### config.mk
export PLATFORM = sky130hd
export DESIGN_NAME = pwm_timer_core
export DESIGN_NICKNAME = d
export VERILOG_FILES = /design/src/rtl/pwm_timer_core.sv
export SDC_FILE = /design/constraint.sdc
export NUM_CORES = 1
export LEC_CHECK = 0
export ABC_AREA = 1
export CORE_MARGIN = 2
export CORE_UTILIZATION = 43
export CTS_CLUSTER_SIZE = 12
export DETAILED_ROUTE_END_ITERATION = 10
export GPL_TIMING_DRIVEN = 0
export PLACE_DENSITY = 0.85
export SYNTH_ARGS = -nofsm -noshare
export SYNTH_HDL_FRONTEND = slang
export SYNTH_SLANG_ARGS = --single-unit
### constraint.sdc
create_clock -name slow_clk -period 1.5 [get_ports slow_clk]
set_clock_uncertainty 0.05 [all_clocks]
set_input_delay 0.15 -clock slow_clk [delete_from_list [all_inputs] [get_ports slow_clk]]
set_output_delay 0.15 -clock slow_clk [all_outputs]
set_load 0.02 [all_outputs]
### src/rtl/pwm_timer_core.sv
// PWM / timer output stage fed by main_counter: generates the registered PWM
// pad output, the period-match event, the sticky irq flag and one-shot status.
module pwm_timer_core #(
    parameter int CW = 16
) (
    input  logic          slow_clk,
    input  logic          rst_n,
    input  logic          sw_rst,
    input  logic          core_en,
    input  logic          mode,
    input  logic          timer_mode,
    input  logic          out_en,
    input  logic          irq_en,
    input  logic          irq_clr,
    input  logic [CW-1:0] period_reg,
    input  logic [CW-1:0] duty_reg,
    input  logic [CW-1:0] counter,
    output logic          o_pwm,
    output logic          irq_flag,
    output logic          o_irq,
    output logic          timer_done
);

    logic [CW-1:0] duty_sh;
    logic [CW-1:0] period_m1;
    logic          period_ok;
    logic          at_wrap;
    logic          match;
    logic          match_d;
    logic          evt;
    logic          pwm_next;

    assign period_m1 = period_reg - CW'(1);
    assign period_ok = |period_reg;
    assign at_wrap   = period_ok && (counter == period_m1);

    // PWM counts 0..period-1, timer counts 0..period, so the match point differs
    assign match = core_en && period_ok &&
                   (mode ? (counter == period_m1) : (counter == period_reg));
    assign evt   = match && !match_d;

    assign pwm_next = core_en && mode && out_en && period_ok && (counter < duty_sh);
    assign o_irq    = irq_flag & irq_en;

    always_ff @(posedge slow_clk or negedge rst_n) begin
        if (!rst_n) begin
            o_pwm      <= 1'b0;
            irq_flag   <= 1'b0;
            timer_done <= 1'b0;
            match_d    <= 1'b0;
            duty_sh    <= '0;
        end else if (sw_rst) begin
            o_pwm      <= 1'b0;
            irq_flag   <= 1'b0;
            timer_done <= 1'b0;
            match_d    <= 1'b0;
            duty_sh    <= '0;
        end else begin
            match_d <= match;
            o_pwm   <= pwm_next;

            // shadow only at period end so mid-period writes never glitch the pad
            if (!core_en || (mode && at_wrap))
                duty_sh <= duty_reg;

            if (evt && !timer_done)
                irq_flag <= 1'b1;
            else if (irq_clr)
                irq_flag <= 1'b0;

            if (!core_en)
                timer_done <= 1'b0;
            else if (evt && !mode && !timer_mode)
                timer_done <= 1'b1;
        end
    end

endmodule

==> impl_metrics.env <==
export IMPL_timing_rr_start="duty_sh[1]"
export IMPL_async_reset_ff_frac=1.00
export IMPL_gp_congestion=0.865
export IMPL_cp_required_ns=1.64
export IMPL_total_power_w=0.00155
export IMPL_status="finished, violations left"
export IMPL_final_area_mm2=0.00296
export IMPL_final_util=0.666
export IMPL_initial_core_util=0.456
export IMPL_drv_slew=0
export IMPL_period_needed_ns=1.81
export IMPL_power_density_mw_per_mm2=523
export IMPL_ant_nets=0
export IMPL_coreArea_mm2=0.00444
export IMPL_crit_chain="buf_2 > nor2_2 > nand2_1 > nor2_2 > nand2_2 > nand2_1 > nand2_1 > nor2_1 > nand2_1 > nor2_1 > nand2_1 > or2_1 > buf_6 > nand2_8 > buf_12 > nand3_2 > nand2_1"
export IMPL_synth_top_area_frac=0.247
export IMPL_drive_gt1_frac=0.231
export IMPL_intPower_w=0.00105
export IMPL_avgViaCountPerCell=5.14
export IMPL_overflow=0
export IMPL_critPathKind="primary input to flop"
export IMPL_drv_cap=0
export IMPL_cts_tree="built"
export IMPL_synth_seq_cells=20
export IMPL_combPwrFrac=0.401
export IMPL_hold_viol_final=0
export IMPL_syn_avg_cell_area_um2=6.77
export IMPL_ys_seq_area_frac=0.247
export IMPL_crit_start="period_reg[7]"
export IMPL_fill_cells=392
export IMPL_antenna_cells=0
export IMPL_hold_slack_ns=0.333
export IMPL_swShare=0.325
export IMPL_peakVddDrop_mv=0.500
export IMPL_critPathCaptureType="flop"
export IMPL_clk_pin_slew_ns=0.07
export IMPL_cp_arrival_ns=1.95
export IMPL_r2r_end="o_pwm"
export IMPL_drcViolationCount=0
export IMPL_synth_cells=299
export IMPL_slew_headroom=0.430
export IMPL_worstHoldPathType="primary input to async pin"
export IMPL_yosysWarnings=0
export IMPL_syn2layout_area_growth_pct=46.2
export IMPL_placed_cell_area_mm2=0.00274
export IMPL_synth_flop_cell="dfrtp_1"
export IMPL_yosysUniqueCellTypes=29
export IMPL_r2r_cells=11
export IMPL_ys_top_cells_by_count="74 x nand2_1, 40 x inv_1, 39 x nor2_1, 33 x nand3_1, 20 x dfrtp_1"
export IMPL_hpwl_um=4270
export IMPL_grt_use_total=0.212
export IMPL_ios=61
export IMPL_syn_area_mm2=0.00203
export IMPL_crit_slowest_cell="or2_1"
export IMPL_critPathMaxFanout=8
export IMPL_synth_top_cell_by_area="dfrtp_1"
export IMPL_period_share=1.21
export IMPL_grt_pass1_vias=2054
export IMPL_synth_edf_count=0
export IMPL_finalSetupViolCount=19
export IMPL_fin_ws_ns=-0.313
export IMPL_fmax_mhz=551
export IMPL_worstMarginPinSlew_ns=0.852
export IMPL_rrSetupSlack_ns=-0.04
export IMPL_grt_pass1_wl_um=9000
export IMPL_drtIter0Drc=91
export IMPL_htreeDepth=1
export IMPL_synth_fp_nets=372
export IMPL_clockBufferDepth=2
export IMPL_nNetsFinal=447
export IMPL_power_leakage_nw=1.46
export IMPL_wirelength_um=5510
export IMPL_die_h_um=72.6
export IMPL_clock_latency_ns=0.25
export IMPL_rsz0062_at_grt="yes"
export IMPL_pwr_share_seq=0.383
export IMPL_num_rows=24
export IMPL_p_clk_frac=0.216
export IMPL_crit_top_cell="nand2_1"
export IMPL_yosysMostFrequentCell="nand2_1"
export IMPL_clkSinkCount=20
export IMPL_grt_max_degree=21
export IMPL_die_area_mm2=0.00528
export IMPL_drt_first_pass_iters=4
export IMPL_port_buffers=60
export IMPL_numCtsBuffers=3
export IMPL_place_ws_ns=-1.08
export IMPL_violations="setup timing"
export IMPL_antenna_found_initial=0
export IMPL_p_sw_w=0.000502
export IMPL_ctsRootBufferMaster="clkbuf_8"
export IMPL_cpPeakStageDelay_ns=0.23
export IMPL_yosys_top_cells_area="dfrtp_1 25%, nand2_1 14%, ha_1 9.9%, nand3_1 8.2%, inv_1 7.4%"
export IMPL_die_width_um=72.6
export IMPL_dr_total_vias=2181
export IMPL_cp_start_kind="primary input"
export IMPL_drt_wirelength_per_cell_um=13.0
timing repair:
action / in CTS / in global routing
gates resized for setup: 116 / 8
setup buffers: 43 / 2
cloned: 1 / 0
hold buffers: 0 / 0
pin swaps: 20 / 6
endpoints found under the setup margin: 21 / 20
routing by layer:
metal | GRT usage | part of all wire
met1 | 0.272 | 0.42
met2 | 0.390 | 0.53
met3 | 0.00829 | 0.032
met4 | 0.0576 | 0.0096
met5 | 0 | 0
cell type report:
class                   count  area, µm²  area share
inverters                  44        185      0.0625
flip-flops and latches     20        500       0.169
clock buffers               3       41.3      0.0139
well taps                  52       65.1      0.0220
plain buffers               5       57.6      0.0194
repair buffers             70        624       0.211
multi-input cells         230       1490       0.502
critical path, delay by kind of cell:
family                 cells  cell delay [ns]
buffers and inverters      3             0.41
AND/OR/NAND/NOR           14             1.39
power by group through the flow:
stage	logic (W)	registers [W]	clock network (W)
final	0.000621	0.000593	0.000334
after floorplan	0.000309	0.000598	0
after global placement	0.000557	0.000600	0
after global routing	0.000690	0.000596	0.000362
after detailed placement	0.000575	0.000602	0
after CTS	0.000606	0.000592	0.000339
registers in the layout, summed over array words and instances (netlist names):
register / flops
irq_flag: 1
match_d: 1
o_pwm: 1
timer_done: 1
duty_sh: 16
stage by stage:
stage	std cells	setup TNS (ns)
after floorplan	299	-2.70
after global placement	411	-18.12
after detailed placement	411	-19.04
after CTS	422	-3.38
after global routing	424	-6.19
final	424	-4.68
how the worst max path moves through the flow:
stage | end | slack (ns)
2_1_floorplan | duty_sh[6] | -0.21
3_3_place_gp | duty_sh[6] | -1.04
3_5_place_dp | duty_sh[6] | -1.08
4_1_cts | duty_sh[6] | -0.23
5_1_grt | duty_sh[11] | -0.39
6_report | duty_sh[11] | -0.31
cell usage in the layout, fill, tap and decap left out, drive strengths merged:
cell	synthesis	layout
nand3b	4	4
nand2	77	77
o2111ai	1	1
o21ai	6	6
ha	16	16
buf	4	28
clkdlybuf4s50	0	28
a21o	1	1
clkinv	2	2
xor2	11	11
nand4	3	3
dfrtp	20	20
inv	42	42
nor2	45	45
nand2b	1	1
or2	1	1
dlygate4sd2	0	17
nor3	2	2
o31ai	1	1
clkbuf	1	5
xnor2	6	6
a21oi	11	11
nand3	44	44
logic make-up (layout without fill, tap and decap cells):
group,after synthesis,count (layout),synth area share
compound gates,20,20,0.0537
xor+xnor,17,17,0.0735
fa+ha+maj,16,16,0.0988
buf+inv,49,122,0.107
flops,20,20,0.247
simple gates,177,177,0.420
Power figures use the tool's default switching activity.
